===== src/rtl/qspi_pkg.sv =====
// Shared QSPI definitions: lane-mode encodings, packer states
// and the per-sample bit count helper.
package qspi_pkg;

  typedef enum logic [1:0] {
    LANE_SINGLE = 2'b00,
    LANE_DUAL   = 2'b01,
    LANE_QUAD   = 2'b10
  } lane_e;

  typedef enum logic [1:0] {
    IDLE   = 2'b00,
    SHIFT  = 2'b01,
    FINISH = 2'b10
  } pk_state_e;

  // Mode 2'b11 falls back to single-lane.
  function automatic logic [3:0] bits_per_sample(
    input logic [1:0] lanes
  );
    logic [3:0] n;
    n = 4'd1;
    unique case (1'b1)
      (lanes == LANE_DUAL): n = 4'd2;
      (lanes == LANE_QUAD): n = 4'd4;
      default:              n = 4'd1;
    endcase
    return n;
  endfunction

endpackage


===== src/rtl/qspi_rx_packer.sv =====
// Assembles sampled QSPI lanes MSB-first into bytes and packs
// them little-endian into FIFO words for the RX FIFO.
module qspi_rx_packer
  import qspi_pkg::*;
#(
  parameter int WIDTH = 32,
  parameter int LEN_W = 16
) (
  input  logic             clk,
  input  logic             resetn,
  input  logic             start_i,
  input  logic [LEN_W-1:0] len_bytes_i,
  input  logic [1:0]       lanes_i,
  input  logic             abort_i,
  input  logic             sample_i,
  input  logic [3:0]       io_i,
  input  logic             fifo_full_i,
  output logic             fifo_wr_en_o,
  output logic [WIDTH-1:0] fifo_wr_data_o,
  output logic             busy_o,
  output logic             done_o,
  output logic             overflow_o
);

  localparam int NB    = WIDTH / 8;
  localparam int IDX_W = (NB > 1) ? $clog2(NB) : 1;

  pk_state_e        r_state;
  logic [1:0]       r_lanes;
  logic [LEN_W-1:0] r_bytes_left;
  logic [2:0]       r_bit_cnt;
  logic [7:0]       r_byte;
  logic [IDX_W-1:0] r_byte_idx;
  logic [WIDTH-1:0] r_word;
  logic             r_push_pend;
  logic [WIDTH-1:0] r_push_data;
  logic             r_busy;
  logic             r_done;
  logic             r_ovf;

  logic [3:0]       w_sum;
  logic             w_byte_done;
  logic [7:0]       w_next_byte;
  logic [WIDTH-1:0] w_word_ins;
  logic             w_last;
  logic             w_word_full;

  assign w_sum       = {1'b0, r_bit_cnt}
                     + bits_per_sample(r_lanes);
  assign w_byte_done = w_sum[3];
  assign w_last      = (r_bytes_left == LEN_W'(1));
  assign w_word_full = (r_byte_idx == IDX_W'(NB - 1));

  always_comb begin
    w_next_byte = {r_byte[6:0], io_i[1]};
    unique case (1'b1)
      (r_lanes == LANE_DUAL):
        w_next_byte = {r_byte[5:0], io_i[1:0]};
      (r_lanes == LANE_QUAD):
        w_next_byte = {r_byte[3:0], io_i[3:0]};
      default:
        w_next_byte = {r_byte[6:0], io_i[1]};
    endcase
  end

  always_comb begin
    w_word_ins = r_word;
    for (int k = 0; k < NB; k++) begin
      if (r_byte_idx == IDX_W'(k))
        w_word_ins[8*k +: 8] = w_next_byte;
    end
  end

  always_ff @(posedge clk) begin
    if (!resetn) begin
      r_state      <= IDLE;
      r_lanes      <= '0;
      r_bytes_left <= '0;
      r_bit_cnt    <= '0;
      r_byte       <= '0;
      r_byte_idx   <= '0;
      r_word       <= '0;
      r_push_pend  <= 1'b0;
      r_push_data  <= '0;
      r_busy       <= 1'b0;
      r_done       <= 1'b0;
      r_ovf        <= 1'b0;
    end else begin
      r_done      <= 1'b0;
      r_push_pend <= 1'b0;
      unique case (r_state)
        IDLE, FINISH: begin
          r_state <= IDLE;
          if (start_i) begin
            r_ovf      <= 1'b0;
            r_lanes    <= lanes_i;
            r_bit_cnt  <= '0;
            r_byte     <= '0;
            r_byte_idx <= '0;
            r_word     <= '0;
            if (len_bytes_i == '0) begin
              r_done <= 1'b1;
            end else begin
              r_bytes_left <= len_bytes_i;
              r_busy       <= 1'b1;
              r_state      <= SHIFT;
            end
          end
        end
        SHIFT: begin
          if (abort_i) begin
            r_state    <= IDLE;
            r_busy     <= 1'b0;
            r_bit_cnt  <= '0;
            r_byte     <= '0;
            r_byte_idx <= '0;
            r_word     <= '0;
          end else if (sample_i) begin
            r_bit_cnt <= w_sum[2:0];
            r_byte    <= w_byte_done ? 8'h00 : w_next_byte;
            if (w_byte_done) begin
              r_bytes_left <= r_bytes_left - 1'b1;
              if (w_last || w_word_full) begin
                r_push_pend <= 1'b1;
                r_push_data <= w_word_ins;
                r_word      <= '0;
                r_byte_idx  <= '0;
              end else begin
                r_word     <= w_word_ins;
                r_byte_idx <= r_byte_idx + 1'b1;
              end
              if (w_last) begin
                r_state <= FINISH;
                r_busy  <= 1'b0;
                r_done  <= 1'b1;
              end
            end
          end
        end
        default: r_state <= IDLE;
      endcase
      // A drop in this cycle outranks a start clearing the flag.
      if (r_push_pend && fifo_full_i)
        r_ovf <= 1'b1;
    end
  end

  assign fifo_wr_en_o   = r_push_pend & ~fifo_full_i;
  assign fifo_wr_data_o = r_push_data;
  assign busy_o         = r_busy;
  assign done_o         = r_done;
  assign overflow_o     = r_ovf;

endmodule

===== config.mk =====
export PLATFORM = sky130hd
export DESIGN_NAME = qspi_rx_packer
export DESIGN_NICKNAME = d
export VERILOG_FILES = /design/src/rtl/qspi_pkg.sv /design/src/rtl/qspi_rx_packer.sv
export SDC_FILE = /design/constraint.sdc
export NUM_CORES = 1
export LEC_CHECK = 0
export ABC_AREA = 1
export CAP_MARGIN = 20
export CELL_PAD_IN_SITES_DETAIL_PLACEMENT = 1
export CELL_PAD_IN_SITES_GLOBAL_PLACEMENT = 2
export CORE_MARGIN = 8
export CORE_UTILIZATION = 28
export CTS_CLUSTER_DIAMETER = 150
export DETAILED_ROUTE_END_ITERATION = 8
export GPL_TIMING_DRIVEN = 0
export PLACE_DENSITY = 0.8
export SYNTH_ARGS = -nofsm -noshare
export SYNTH_HDL_FRONTEND = slang
export SYNTH_SLANG_ARGS = --single-unit
export TNS_END_PERCENT = 1

===== constraint.sdc =====
create_clock -name clk -period 1.8 [get_ports clk]
set_input_delay 0.36 -clock clk [delete_from_list [all_inputs] [get_ports clk]]
set_output_delay 0.36 -clock clk [all_outputs]
set_load 0.01 [all_outputs]

==> flow_summary_export.csv, run 1 <==
group,metric,value,unit
place,dp_slack,-656,ps
clocking,cts_hold_buffers,0,
synth,synth_compound_area_share,16.5,%
pwr,peakVddDrop,0.000575,V
final_layout,nFillCells,2128,
grt,grt_max_degree,19,
place,finalWeightedCongestion,0.844,
synth,yosysSeqAreaShare,40.1,%
floorplan,placeableCoreArea,0.0177,mm^2
place,postPlaceCellArea,0.00597,mm^2
synth,synthTopCellsByArea,"dfxtp_1, nand2_1, a21oi_1",
setup_path,r2r-start,"r_lanes[0]",
synth,yosys_warnings,0,
final_layout,multi_input_area,0.00307,mm^2
grt,grt_usage,16.6,%
setup_path,reg2reg_setup_slack,-100,ps
status,outcome,"complete, but fails checks",
setup_path,path_buf_inv,3,
synth,synth.mux.area_fraction,0,%
timing,holdWs,436,ps
timing,max-slew-margin-rel,50.1,%
final_layout,area_growth,41.1,%
timing,finalCritPeriodShare,105,%
synth,synth_top_area_share,40.1,%
floorplan,io_pins,64,
synth,netlist_area,0.00499,mm^2
synth,ys_seq_elements,100,
setup_path,crit_slowest_cell,"dfxtp_4",
timing,drv_slew,0,
timing,rsz0062_at_grt,"yes",
clocking,numCtsBuffers,9,
setup_path,ff2ff_path_depth,12,
floorplan,dieArea,0.0224,mm^2
synth,synthCells,728,
synth,synth_fa_ha_area_share,3.41,%
drt,antenna_left,0,
timing,fin_crit,1900,ps
clocking,cts_tree,"yes",
synth,yosysTopAreaCell,"dfxtp_1",
floorplan,start_util,28.2,%
drt,drt_first_pass_iters,4,
timing,max_freq,527,MHz
final_layout,diodes,0,
grt,overflow,0,
timing,fin_worst_skew,12.7,ps
min_path,holdPathStages,2,
grt,antenna_found_initial,0,
clocking,clk_transition_reported_paths,80,ps
clocking,clockBufferDepth,2,
min_path,min_from,"r_word[26]",
min_path,holdCritPathClass,"reg2reg",
setup_path,cpMostUsedCell,"nand2_4",
setup_path,end_kind,"register",
clocking,cts.htree.levels,3,
floorplan,die_x,150,um
timing,tightest_slew,749,ps
drt,wl_per_cell,17.1,um
drt,wl,18100,um
setup_path,path_class,"reg2reg",
drt,vias_per_cell,4.92,
timing,final.setup.worst_slack,-98.7,ps
synth,yosys.area_share.simple,31.4,%
setup_path,cp_max_fo,6,
pwr,p_leak,2.61,nW
grt,grt_pass1_wl,29400,um
synth,synth_top_family_by_area,"simple AND/OR/NAND/NOR gates",
job,max_cap_violations,0,
final_layout,fin_util,39.8,%
setup_path,max_stage_delay,390,ps
synth,synth_nets,769,
drt,top_layer,"met4",
timing,hold_viol_final,0,
setup_path,crit_chain,"inv_4, ha_4, ha_4, nand2_4, nand2_4, a21boi_4, nor2_4, nand2_4, buf_6, buf_8, nand2_1, a21oi_1",
final_layout,nets,867,
grt,grt_pass1_vias,5663,
setup_path,cp-start-kind,"register",
floorplan,core.rowCount,49,
drt,wl_met2,9040,um
drt,drc,0,
clocking,clock-root-buffer,"clkbuf_16",
drt,drt-initial-drc-count,234,
status,violations,"negative setup slack",
place,dpl.hpwl,12800,um
drt,num_vias,5212,
final_layout,regArea,0.00201,mm^2
setup_path,rr_endpoint,"fifo_wr_data_o[3]",
final_layout,drive_above_1_share,22.3,%
synth,synth_xor_area_share,1.05,%
timing,setup_tns,-4680,ps
setup_path,arrival,2100,ps
drt,wl_met1,8090,um
pwr,power_density,860,mW/mm^2
floorplan,dieHeight,150,um
min_path,whs_endpoint,"r_word[26]",
setup_path,cp_top_family,"simple AND/OR/NAND/NOR gates",
drt,wl_met3,536,um
synth,synth_cell_types,33,
final_layout,postLayoutCellArea,0.00705,mm^2
place,io_buffers,63,
synth,syn_avg_cell_area,6.86,um^2
clocking,clk-insertion-delay-late,360,ps
timing,setup-violations-final,87,
clocking,cts.sinks,100,
setup_path,worstPathRequired,2000,ps
state kept, by name, summed over array words and instances, names as in the netlist:
register / count
r_word: 32
busy_o: 1
r_bytes_left: 16
overflow_o: 1
r_bit_cnt: 3
fifo_wr_data_o: 32
r_lanes: 2
done_o: 1
r_byte_idx: 2
r_state: 2
r_byte: 7
r_push_pend: 1
worst reg2reg max path, stage by stage (launching register included):
cell and delay (ps):
dfxtp_4 390, inv_4 50, ha_4 290, ha_4 140, nand2_4 50, nand2_4 70, a21boi_4 70, nor2_4 180
nand2_4 90, buf_6 160, buf_8 140, nand2_1 60, a21oi_1 70
worst max path at each step:
stage,startpoint,endpoint,cells past startpoint
global route,r_lanes[0],fifo_wr_data_o[11],9
global placement,r_lanes[0],fifo_wr_data_o[0],8
detailed placement,r_lanes[0],fifo_wr_data_o[4],7
finish,r_lanes[0],fifo_wr_data_o[3],12
floorplan,r_lanes[0],fifo_wr_data_o[10],12
CTS,r_lanes[0],r_bytes_left[15],14
layer usage:
| metal | GRT usage (%) | vias to the layer above |
|---|---|---|
| li1 | - | 2557 |
| met3 | 2.87 | 25 |
| met1 | 19.7 | 2547 |
| met4 | 7.27 | 0 |
| met2 | 28.8 | 83 |
| met5 | 0 | - |
metrics by stage:
stage	std cells	total power, mW
3_3_place_gp	1020	3.62
6_report	1060	6.06
3_5_place_dp	1021	3.66
4_1_cts	1057	6.02
5_1_grt	1060	6.35
2_1_floorplan	728	3.22
synth_stat cells, drive strengths merged:
library cell / instances
a31oi: 1
inv: 46
a211oi: 7
nand4: 4
nor2: 68
fa: 1
nand3: 50
o21ai: 74
o31ai: 1
or2: 5
a21oi: 74
clkbuf: 12
xor2: 3
dfxtp: 100
a21boi: 1
nor3: 1
nand2: 242
xnor2: 3
buf: 23
ha: 12
repair_timing:
action,4_1_cts,5_1_grt
gates cloned,4,0
setup endpoints to repair,92,93
pin swaps,22,20
setup buffers,16,3
resized for setup,120,74
cell families after synthesis:
kind of cell / count (synthesis)
flops: 100
simple gates: 370
compound gates: 158
fa+ha+maj: 13
xor+xnor: 6
buf+inv: 81
power breakdown:
part           total, mW  leakage, nW  internal (mW)  switching (mW)
logic               1.59         1.65          0.603           0.990
clock network       2.07        0.146           1.10           0.969
registers           2.39        0.811           2.29           0.104
cells in the final DEF (no fill, tap or decap), drive strengths merged:
cell type / Yosys / layout
clkdlybuf4s50: 0 / 62
or2: 5 / 5
nor3: 1 / 1
nor2: 68 / 68
a21oi: 74 / 74
buf: 23 / 44
a31oi: 1 / 1
dfxtp: 100 / 100
nand3: 50 / 50
clkinvlp: 0 / 3
clkbuf: 12 / 24
bufinv: 0 / 1
nand2: 242 / 242
a21boi: 1 / 1
ha: 12 / 12
o21ai: 74 / 74
a211oi: 7 / 7
dlygate4sd2: 0 / 1
o31ai: 1 / 1
xnor2: 3 / 3
inv: 46 / 48
clkinv: 0 / 1
nand4: 4 / 4
fa: 1 / 1
xor2: 3 / 3
area by class of cell:
cell class              count  area share, %
repair buffers             87           12.7
flip-flops and latches    100           28.5
inverters                  46           2.75
well taps                 229           4.07
multi-input cells         547           43.5
clock inverters             7           1.15
plain buffers              35           4.12
clock buffers               9           3.20
Note: power is estimated with default switching activity, not from simulation.
==> run 2: changes to the inputs <==
==> constraint.sdc (replaced) <==
create_clock -name clk -period 1.8 [get_ports clk]
set_input_delay 0.36 -clock clk [delete_from_list [all_inputs] [get_ports clk]]
set_output_delay 0.36 -clock clk [all_outputs]
set_load 0.005 [all_outputs]
==> flow_summary_export.csv, run 2 (synthesis results as in run 1) <==
group,metric,value,unit
final_layout,postLayoutCellArea,0.00705,mm^2
timing,setup-violations-final,87,
floorplan,dieArea,0.0224,mm^2
drt,num_vias,5212,
setup_path,arrival,2100,ps
pwr,power.switching,2.06,mW
final_layout,drive_above_1_share,22.3,%
clocking,clk-insertion-delay-late,360,ps
floorplan,placeableCoreArea,0.0177,mm^2
drt,drc,0,
setup_path,cp-start-kind,"register",
setup_path,end_kind,"register",
drt,wl_per_cell,17.1,um
setup_path,cp_max_fo,6,
pwr,power,6.06,mW
grt,grt_usage,16.6,%
pwr,internal_power,4.00,mW
floorplan,io_pins,64,
final_layout,nets,867,
grt,grt_pass1_wl,29400,um
min_path,holdCritPathClass,"reg2reg",
timing,drv_slew,0,
timing,rsz0062_at_grt,"yes",
timing,fin_worst_skew,12.7,ps
clocking,cts_hold_buffers,0,
pwr,peakVddDrop,0.000575,V
drt,wl,18100,um
floorplan,start_util,28.2,%
final_layout,final_common_cell,"nand2_1",
timing,fin_crit,1900,ps
drt,antenna_left,0,
timing,max-slew-margin-rel,50.1,%
timing,hold_viol_final,0,
status,violations,"negative setup slack",
clocking,clock-root-buffer,"clkbuf_16",
pwr,seq_power_share,39.5,%
timing,holdWs,436,ps
floorplan,core.rowCount,49,
grt,grt_max_degree,19,
pwr,combPwrFrac,26.3,%
place,finalWeightedCongestion,0.844,
timing,tightest_slew,749,ps
pwr,switching_share,34.0,%
status,outcome,"complete, but fails checks",
final_layout,nFillCells,2128,
grt,overflow,0,
job,max_cap_violations,0,
timing,finalCritPeriodShare,105,%
clocking,numCtsBuffers,9,
setup_path,worstPathRequired,2000,ps
clocking,cts.htree.levels,3,
place,dpl.hpwl,12800,um
pwr,power_density,859,mW/mm^2
place,postPlaceCellArea,0.00597,mm^2
pwr,p_leak,2.62,nW
floorplan,die_x,150,um
final_layout,diodes,0,
grt,antenna_found_initial,0,
pwr,p_clk_share,34.2,%
setup_path,path_class,"reg2reg",
drt,vias_per_cell,4.92,
clocking,cts_tree,"yes",
final_layout,mostFrequentLayoutCells,"nand2_1, dfxtp_1, clkdlybuf4s50_1, a21oi_1, nor2_1",
final_layout,area_growth,41.2,%
timing,final.setup.worst_slack,-98.7,ps
grt,grt_pass1_vias,5663,
floorplan,dieHeight,150,um
final_layout,multi_input_area,0.00307,mm^2
timing,max_freq,527,MHz
place,io_buffers,63,
clocking,cts.sinks,100,
clocking,clk_transition_reported_paths,80,ps
drt,drt_first_pass_iters,4,
clocking,clockBufferDepth,2,
drt,drt-initial-drc-count,234,
final_layout,regArea,0.00201,mm^2
==> run 2: through the flow <==
step / utilization, % / setup TNS (ps) / setup WS, ps / std cells
floorplan: - / 0 / 20.3 / 728
global placement: 33.6 / -42010 / -644 / 1020
detailed placement: 33.7 / -44650 / -656 / 1021
CTS: 38.6 / -6600 / -112 / 1057
global route: 39.8 / -12310 / -188 / 1060
finish: 39.8 / -4680 / -98.7 / 1060
==> run 2: power by group through the flow <==
stage	combinational (mW)	sequential [mW]	clock (mW)
6_report	1.59	2.39	2.07
2_1_floorplan	0.812	2.40	0
4_1_cts	1.50	2.39	2.12
3_5_place_dp	1.23	2.43	0
3_3_place_gp	1.19	2.42	0
5_1_grt	1.74	2.41	2.20
==> run 2: layer usage <==
layer / share of wire [%] / vias up / wire length (um) / global-route usage (%)
li1: - / 2557 / - / -
met1: 45 / 2547 / 8090 / 19.7
met2: 50 / 83 / 9040 / 28.8
met3: 3.0 / 25 / 536 / 2.87
met4: 2.4 / 0 / 433 / 7.27
met5: 0 / - / 0 / 0
==> run 2: cell type report <==
class,count,area share (%)
inverters,46,2.75
plain buffers,35,4.12
repair buffers,87,12.7
clock inverters,7,1.15
well taps,229,4.06
multi-input cells,547,43.5
flip-flops and latches,100,28.5
clock buffers,9,3.19
==> run 2: timing repair <==
action                                  CTS  global route
cloned                                    4             0
gates resized for setup                 119            75
endpoints found under the hold margin     0             0
pin swaps                                22            20
endpoints found under the setup margin   91            94
buffers inserted                         16             3
==> run 2: worst paths after layout <==
kind                   start                end  slack [ps]  depth (start not counted)
setup / recovery  r_lanes[0]  fifo_wr_data_o[3]        -100                         12
hold / removal    r_word[26]         r_word[26]         440                          2
setup reg to reg  r_lanes[0]  fifo_wr_data_o[3]        -100                         12
hold reg to reg   r_word[26]         r_word[26]         440                          2
==> run 2: worst max-delay path, stage by stage, from the launching register on <==
cell and delay [ps]:
dfxtp_4 390, inv_4 50, ha_4 290, ha_4 140, nand2_4 50, nand2_4 70
a21boi_4 60, nor2_4 180, nand2_4 90, buf_6 160, buf_8 130, nand2_1 60
a21oi_1 70
